<file path="src/rtl/switch_adder_ctrl_if.sv">
// Switch/adder/LED bundle for switch_adder_ctrl; master is the controller side,
// slave is the board/adder side.
interface switch_adder_ctrl_if;
  logic [7:0] switch;
  logic [3:0] op_a;
  logic [3:0] op_b;
  logic [4:0] sum_in;
  logic [4:0] led;
  logic       busy;
  logic       done;

  modport master (
    input  switch, sum_in,
    output op_a, op_b, led, busy, done
  );

  modport slave (
    output switch, sum_in,
    input  op_a, op_b, led, busy, done
  );
endinterface

</file>
<file path="src/rtl/switch_adder_ctrl.sv">
// Debounced switch -> nibble adder -> LED sequencer; led/done valid DEBOUNCE_CYCLES+4 edges
// after a switch change, no backpressure. Optional CARRY_BLINK_EN blinks the carry LED.
module switch_adder_ctrl #(
  parameter int DEBOUNCE_CYCLES = 4,
  parameter int BLINK_DIV       = 8
) (
  input  logic                clk,
  input  logic                rst,
  switch_adder_ctrl_if.master bus
);

  if (DEBOUNCE_CYCLES < 1 || DEBOUNCE_CYCLES > 255) begin : g_bad_debounce
    $error("DEBOUNCE_CYCLES must be in 1..255");
  end
  if (BLINK_DIV < 1) begin : g_bad_blink
    $error("BLINK_DIV must be at least 1");
  end

  localparam logic [7:0] CNT_MAX = 8'(DEBOUNCE_CYCLES - 1);

  typedef enum logic [1:0] {IDLE, DRIVE, SAMPLE} state_t;

  state_t     state;
  state_t     state_nxt;
  logic [7:0] sync1;
  logic [7:0] sync2;
  logic [7:0] cand;
  logic [7:0] committed;
  logic [7:0] cnt;
  logic       pending;
  logic [3:0] op_a_q;
  logic [3:0] op_b_q;
  logic [4:0] led_q;
  logic       done_q;
  logic       commit_evt;
  logic       load;
  logic       sample;
  logic [7:0] load_val;

  // A commit fires only on the edge where a new stable value is first accepted.
  assign commit_evt = (sync2 == cand) && (cnt == CNT_MAX) && (cand != committed);
  assign load_val   = commit_evt ? cand : committed;

  always_comb begin
    state_nxt = state;
    load      = 1'b0;
    sample    = 1'b0;
    case (state)
      IDLE: begin
        if (commit_evt || pending) begin
          load      = 1'b1;
          state_nxt = DRIVE;
        end
      end
      DRIVE:   state_nxt = SAMPLE;
      SAMPLE: begin
        sample    = 1'b1;
        state_nxt = IDLE;
      end
      default: state_nxt = IDLE;
    endcase
  end

  always_ff @(posedge clk) begin
    if (rst) state <= IDLE;
    else     state <= state_nxt;
  end

  always_ff @(posedge clk) begin
    if (rst) begin
      sync1     <= '0;
      sync2     <= '0;
      cand      <= '0;
      committed <= '0;
      cnt       <= '0;
      pending   <= 1'b0;
      op_a_q    <= '0;
      op_b_q    <= '0;
      led_q     <= '0;
      done_q    <= 1'b0;
    end else begin
      sync1 <= bus.switch;
      sync2 <= sync1;
      if (sync2 != cand) begin
        cand <= sync2;
        cnt  <= '0;
      end else if (cnt < CNT_MAX) begin
        cnt <= cnt + 8'd1;
      end else if (cand != committed) begin
        committed <= cand;
      end
      // Commits during DRIVE/SAMPLE collapse into one pending request; committed holds the latest.
      if (load)            pending <= 1'b0;
      else if (commit_evt) pending <= 1'b1;
      if (load) begin
        op_a_q <= load_val[7:4];
        op_b_q <= load_val[3:0];
      end
      if (sample) led_q <= bus.sum_in;
      done_q <= sample;
    end
  end

  assign bus.op_a = op_a_q;
  assign bus.op_b = op_b_q;
  assign bus.busy = (state != IDLE);
  assign bus.done = done_q;

`ifdef CARRY_BLINK_EN
  localparam int            BW         = (BLINK_DIV > 1) ? $clog2(BLINK_DIV) : 1;
  localparam logic [BW-1:0] BLINK_LAST = BW'(BLINK_DIV - 1);

  logic [BW-1:0] blink_cnt;
  logic          blink_on;

  always_ff @(posedge clk) begin
    if (rst || sample) begin
      blink_cnt <= '0;
      blink_on  <= 1'b1;
    end else if (blink_cnt == BLINK_LAST) begin
      blink_cnt <= '0;
      blink_on  <= ~blink_on;
    end else begin
      blink_cnt <= blink_cnt + BW'(1);
    end
  end

  assign bus.led = {led_q[4] & blink_on, led_q[3:0]};
`else
  assign bus.led = led_q;
`endif

endmodule

</file>
<file path="src/flat_wrapper.sv">
// flat-port wrapper written by rule: the top's interface ports become plain ports
module switch_adder_ctrl_flat 
#(
  parameter int DEBOUNCE_CYCLES = 4,
  parameter int BLINK_DIV       = 8
)
  (clk, rst, bus_switch, bus_sum_in, bus_op_a, bus_op_b, bus_led, bus_busy, bus_done);
  switch_adder_ctrl_if bus_i ();
  input  logic clk;
  input  logic rst;
  input wire logic [$bits(bus_i.switch)-1:0] bus_switch;
  input wire logic [$bits(bus_i.sum_in)-1:0] bus_sum_in;
  output wire logic [$bits(bus_i.op_a)-1:0] bus_op_a;
  output wire logic [$bits(bus_i.op_b)-1:0] bus_op_b;
  output wire logic [$bits(bus_i.led)-1:0] bus_led;
  output wire logic [$bits(bus_i.busy)-1:0] bus_busy;
  output wire logic [$bits(bus_i.done)-1:0] bus_done;
  assign bus_i.switch = bus_switch;
  assign bus_i.sum_in = bus_sum_in;
  assign bus_op_a = bus_i.op_a;
  assign bus_op_b = bus_i.op_b;
  assign bus_led = bus_i.led;
  assign bus_busy = bus_i.busy;
  assign bus_done = bus_i.done;
  switch_adder_ctrl #(.DEBOUNCE_CYCLES(DEBOUNCE_CYCLES), .BLINK_DIV(BLINK_DIV)) u_core (.clk(clk), .rst(rst), .bus(bus_i));
endmodule
</file>
<file path="config.mk">
export PLATFORM = sky130hd
export DESIGN_NAME = switch_adder_ctrl_flat
export DESIGN_NICKNAME = d
export VERILOG_FILES = /design/src/rtl/switch_adder_ctrl_if.sv /design/src/rtl/switch_adder_ctrl.sv /design/src/flat_wrapper.sv
export SDC_FILE = /design/constraint.sdc
export NUM_CORES = 1
export LEC_CHECK = 0
export ABC_AREA = 1
export CORE_MARGIN = 2
export CORE_UTILIZATION = 35
export CTS_BUF_LIST = sky130_fd_sc_hd__clkbuf_16
export DETAILED_ROUTE_END_ITERATION = 7
export GPL_TIMING_DRIVEN = 0
export PLACE_DENSITY = 0.6
export SYNTH_ARGS = -nofsm -noshare
export SYNTH_HDL_FRONTEND = slang
export SYNTH_SLANG_ARGS = --single-unit
</file>
<file path="constraint.sdc">
create_clock -name clk -period 3.9 [get_ports clk]
set_input_delay 0.78 -clock clk [delete_from_list [all_inputs] [get_ports clk]]
set_output_delay 0.78 -clock clk [all_outputs]
set_load 0.01 [all_outputs]
</file>
==> results.txt <==
- The worst setup path is captured at an output port.
- Relative to the synthesized area, the layout overhead comes to 29.2%.
- The Yosys step of the flow raised 0 warnings.
- Dividing the final minimum period by the clock period gives 0.572.
- The via count of the first global-routing pass was ~1.6k.
- Number of DRC violations after detailed routing: 0
- For this configuration, the core starts out at a cell density of 0.358.
- Share of post-route cells with drive strength above 1: 0.0776
* TritonCTS buffer count: 9
* Initial DRC Count: 108
- After routing, the total negative slack on setup checks comes to 0 ns.
- Maximum ir drop on the vdd rail: between 0.3 and 0.4 mV
- Clk_skew: ~0.006 ns
- Post-detailed-placement half-perimeter wirelength: between 3 and 4 mm
- The die is 84.2 um tall.
* Outcome: completed
- Distinct cell type count of the synthesized netlist: 25
- Pins over their slew limit: 0
* Max Fclk: 449 MHz
- Clock-pin slew was measured on the worst setup and hold paths at 0.05 ns.
- The slowest stage of the critical path is the clkdlybuf4s50_1 cell.
- The clock drives 57 sinks.
* Time the final worst path needs with I/O delays and setup: 2.23 ns
* Post-Syn Instances: slightly above 300
* Number of vias in the routed layout: 1837
- H-tree level count: 3
* Tightest slew margin relative to the limit: 0.671
- In this run the deepest clock path goes through 2 buffers.
* Antenna Nets Post-Route: 0
- dfxtp_1 takes more of the synthesized area than any other cell.
* Worst Tran Pin Value: 0.494 ns
* Final Routed Wirelength: 4.05 mm
- The mapped netlist covers 2250 um^2.
* Largest driver fanout on the critical path: 3
* Critical path cell sequence: nor2_1 -> inv_1 -> clkdlybuf4s50_1
- The number of nets handed over by synthesis was 320.
- Diodes inserted: 0
- Class of the tightest hold or removal check: reg2reg
- EDFF count, synth: 0
* Die footprint: ~7100 um^2
* DR WL/cell: 9.53 um
- Worst setup SP type: flip-flop
* Nets: about 360
- In the routed layout, each cell is associated on average with a via count of 4.32.
* Number of gates given a new drive strength after cts: 0
- Avg Synthesized Cell Area: 7.40 um^2
- From left edge to right edge, the die measures 84.2 um.
* Final estimated routing congestion in global placement: ~0.80
- Counting flops with an async set or reset pin after synthesis yields a share of 0.
- The later pin in the worst-skew pair is clocked with a latency of between 0.3 and 0.4 ns.
- The number of hold violations in the final report was 0.
- Input and output buffers added on the ports amount to 28.
- Most instantiated flip-flop cell in the synthesis netlist: dfxtp_1
- Initial antenna violation count: 0
- Total number of placement rows: 29
* Crit path largest cell delay: 0.57 ns
- In the global route stage, overall resource usage came out at 0.136.
- Setup repair after global routing missed its margin: false
- CTS tree: built
* Critical path class: reg2out
- GRT Residual Overflow: 0
- Of the post-synthesis cell area, the dominant cell type holds 0.508.
* Pre-antenna DRT Iters: 4
- During I/O placement, the number of pins put on the boundary was 30.
- In this run the clock root is driven by a clkbuf_16.
- Data arrives at the worst endpoint at 1.45 ns.
- Worst slack on hold paths: 0.398 ns
- Reported leakage power: between 1 and 1.5 nW
- Entering global routing, the biggest net connects 11 pins.
- STA puts the critical path data required time at between 3 and 4 ns.
* Number of max-cap violations: 0
* Final setup viols: 0
* Area contributors post-synth: dfxtp_1 (51%), nand2_1 (12%), nor2_1 (8.5%)
* Number of hold-repair buffers added at the cts stage: 0
* Setup Fix Bufs, Post-CTS: 0
- The core region is 6280 um^2.
* Flop and latch count out of synthesis: 57
- Global-route wire length before repair: approximately 7.4 mm
- Power per cell area: 480 nW/um^2
* Part of the Yosys area used for sequential elements: 0.508
cell usage after synthesis (2+ instances only):
library cell / number
dfxtp_1: 57
xnor2_1: 3
nand3_1: 18
buf_2: 2
inv_1: 46
a21oi_1: 9
nand3_4: 2
nand4_1: 9
buf_6: 2
nand2_2: 2
o21ai_0: 8
nand2_1: 74
inv_2: 4
o21ai_1: 5
clkbuf_1: 3
nor2_1: 51
metal layers:
layer / up-vias / global-route usage / part of all wire
met1: 787 / 0.158 / 0.48
met5: - / 0 / 0
met2: 32 / 0.205 / 0.45
met3: 7 / 0.0767 / 0.050
met4: 0 / 0.0616 / 0.018
li1: 1011 / - / -
worst paths after layout:
kind	startpoint	endpoint	slack, ns	cells after the start
max	u_core.state[1]	bus_busy	1.67	3
min	u_core.sync1[4]	u_core.sync2[4]	0.40	2
max reg2reg	u_core.cnt[0]	u_core.bus.op_a[2]	2.20	8
min reg2reg	u_core.sync1[4]	u_core.sync2[4]	0.40	2
power by group:
| part | internal [W] | switching, W | total, W | leakage (nW) |
|---|---|---|---|---|
| Clock | 0.000479 | 0.000245 | 0.000724 | 0.144 |
| Sequential | 0.000595 | 0.00000633 | 0.000601 | 0.463 |
| Combinational | 0.0000299 | 0.0000398 | 0.0000697 | 0.704 |
worst max-delay path: cells and delay by family, from the launching register on:
kind	cells	cell delay (ns)
flip-flops	1	0.34
buffers and inverters	2	0.71
AND/OR/NAND/NOR	1	0.07
placed cells by master (no fill, tap or decap), types with 2 or more instances in the layout:
cell type        synthesis  layout
nand2_1                 74      74
dfxtp_1                 57      57
nor2_1                  51      51
inv_1                   46      48
clkdlybuf4s50_1          0      28
nand3_1                 18      18
nand4_1                  9       9
a21oi_1                  9       9
clkbuf_16                0       9
o21ai_0                  8       8
o21ai_1                  5       5
inv_2                    4       4
clkbuf_1                 3       3
xnor2_1                  3       3
clkinv_1                 0       3
nand2_2                  2       2
nand3_4                  2       2
buf_2                    2       2
buf_6                    2       2
clkinv_2                 1       2
logic make-up (layout without fill, tap and decap cells):
| kind of cell | count (synthesis) | in the layout | share of synthesized area |
|---|---|---|---|
| buf+inv | 59 | 103 | 0.107 |
| xor+xnor | 4 | 4 | 0.0156 |
| flops | 57 | 57 | 0.508 |
| simple gates | 160 | 160 | 0.308 |
| fa+ha+maj | 1 | 1 | 0.00556 |
| compound gates | 23 | 23 | 0.0562 |
area by class of cell:
class,instances,area [um^2]
flip-flops and latches,57,1140
clock buffers,9,225
inverters,51,193
well taps,77,96.3
fillers,635,3370
multi-input cells,188,867
clock inverters,7,53.8
plain buffers,8,47.5
repair buffers,28,280
flip-flops by register name, indices dropped and copies added (netlist names):
name	flops
u_core.cand	8
u_core.cnt	8
u_core.committed	8
u_core.sync1	8
u_core.sync2	8
u_core.bus.led	5
u_core.bus.op_a	4
u_core.bus.op_b	4
u_core.state	2
u_core.bus.done	1
u_core.pending	1
per-stage QoR:
stage	setup slack [ns]	instance area, um^2	utilization	total power [W]	instances
6_report	1.67	2900	0.463	0.00140	425
5_1_grt	1.59	2900	0.463	0.00146	425
4_1_cts	1.65	2900	0.463	0.00142	425
3_5_place_dp	1.97	2630	0.418	0.000684	409
3_3_place_gp	1.99	2630	0.418	0.000682	409
2_1_floorplan	2.34	2250	-	0.000659	304
No activity file was read; power rests on OpenSTA's default activity.
==> variant (same settings) <==
The option `CARRY_BLINK_EN` is turned on by a define.
--- a/src/rtl/switch_adder_ctrl.sv
+++ b/src/rtl/switch_adder_ctrl.sv
@@ -1,5 +1,7 @@
 // Debounced switch -> nibble adder -> LED sequencer; led/done valid DEBOUNCE_CYCLES+4 edges
 // after a switch change, no backpressure. Optional CARRY_BLINK_EN blinks the carry LED.
+`define CARRY_BLINK_EN
+
 module switch_adder_ctrl #(
   parameter int DEBOUNCE_CYCLES = 4,
   parameter int BLINK_DIV       = 8
Check against the original RTL: same outputs for any inputs over 10 cycles, from zero or initial values and one cycle with rst high; that may be too few to reach the edited logic, so the function may still have changed.
==> variant against the original RTL <==
Sequential cell count increased by 4. Design area is 7.1% higher. Die area rose by 7.0%. Sequential power grew 7.3%. Total power increased by 9.4%. Worst setup slack worse by 0.054 ns. Area after synthesis increased by 7.4%. Count of clock-buffer cells in the layout unchanged. First-iteration DRC count fell by 36%. Clock power grew 11%. Fmax fell by 2.4%. Wire length rose by 0.52%. Critical path depth did not move.
==> variant: results (changes against the original RTL) <==
| Metric | Value |
|---|---|
| Cell types with the highest counts after synthesis | sky130_fd_sc_hd__nand2_1, sky130_fd_sc_hd__dfxtp_1, sky130_fd_sc_hd__inv_1, sky130_fd_sc_hd__nor2_1, sky130_fd_sc_hd__nand3_1 (was sky130_fd_sc_hd__nand2_1, sky130_fd_sc_hd__dfxtp_1, sky130_fd_sc_hd__nor2_1, sky130_fd_sc_hd__inv_1, sky130_fd_sc_hd__nand3_1) |
| First-pass GRT wire length | 7.09 mm (was 7.36 mm) |
| Cells after synthesis | 315 (was 304) |
| Transition time of the tightest slew-check pin | 0.504 ns (was 0.494 ns) |
| Maximum vdd ir drop | 0.000197 V (was 0.000326 V) |
| Biggest area contributors in the synthesized netlist | sky130_fd_sc_hd__dfxtp_1, sky130_fd_sc_hd__nand2_1, sky130_fd_sc_hd__inv_1, sky130_fd_sc_hd__nor2_1, sky130_fd_sc_hd__nand3_1 (was sky130_fd_sc_hd__dfxtp_1, sky130_fd_sc_hd__nand2_1, sky130_fd_sc_hd__nor2_1, sky130_fd_sc_hd__inv_1, sky130_fd_sc_hd__nand3_1) |
| Static leakage | 1.42 nW (was 1.31 nW) |
| Delay contributed by the slowest stage of the critical path | 0.50 ns (was 0.57 ns) |
| Unique masters post-synth | 27 (was 25) |
| Run status | complete, no violations (unchanged) |
| Portion of the post-synthesis area used by sequential elements | 50.6% (was 50.8%) |
| Clk tree area frac | 9.81% (was 9.61%) |
| Worst setup path start | u_core.state[0] (was u_core.state[1]) |
| Num tapcells | 80 (was 77) |
| Total power per unit cell area | 491 nW/um^2 (was 480 nW/um^2) |
| Synth Area in XOR/XNOR | 1.81% (was 1.56%) |
| Adder-cell share of the synthesized area | 1.55% (was 0.556%) |
| Fraction of area in multi-input gates | 29.4% (was 29.9%) |
| Layout buffer count excluding clock buffers | 40 (was 36) |
| Final non-filler cell total | 439 (was 425) |
| Global router's overall resource usage | 12.2% (was 13.6%) |
| Number of fillers in the final layout | 667 (was 635) |
| Reg-to-reg endpoint | u_core.bus.op_b[2] (was u_core.bus.op_a[2]) |
| Port Buffer Count | 29 (was 28) |
| Post-layout worst setup margin | 1.62 ns (was 1.67 ns) |
| Number of global-route vias before repair | 1630 (was 1648) |
| Net count after synthesis | 333 (was 320) |
| Share of cells above drive strength 1 | 8.36% (was 7.76%) |
| Arrival time worst endpoint | 1.50 ns (was 1.45 ns) |
-- variant: metal layers --
layer | up-vias | track usage [%] | routed length [um]
met5 | - | 0 | 0
met1 | 775 | 15.4 | 2120
met3 | 5 | 5.12 | 186
met2 | 36 | 17.6 | 1690
li1 | 1049 | - | -
met4 | 0 | 6.82 | 68
-- variant: report_power, final --
part	internal [mW]	switching, mW	total (mW)
Combinational	0.0324	0.0435	0.0759
Clock	0.548	0.256	0.805
Sequential	0.638	0.00723	0.645
-- variant: worst min-delay path by stage --
| stage | from | to | slack [ns] |
|---|---|---|---|
| finish | u_core.sync1[7] | u_core.sync2[7] | 0.40 |
| global route | u_core.sync1[6] | u_core.sync2[6] | 0.41 |
| CTS | u_core.sync1[7] | u_core.sync2[7] | 0.40 |
| detailed placement | u_core.sync1[7] | u_core.sync2[7] | 0.39 |
| global placement | u_core.sync1[7] | u_core.sync2[7] | 0.39 |
| floorplan | u_core.sync1[0] | u_core.sync2[0] | 0.39 |
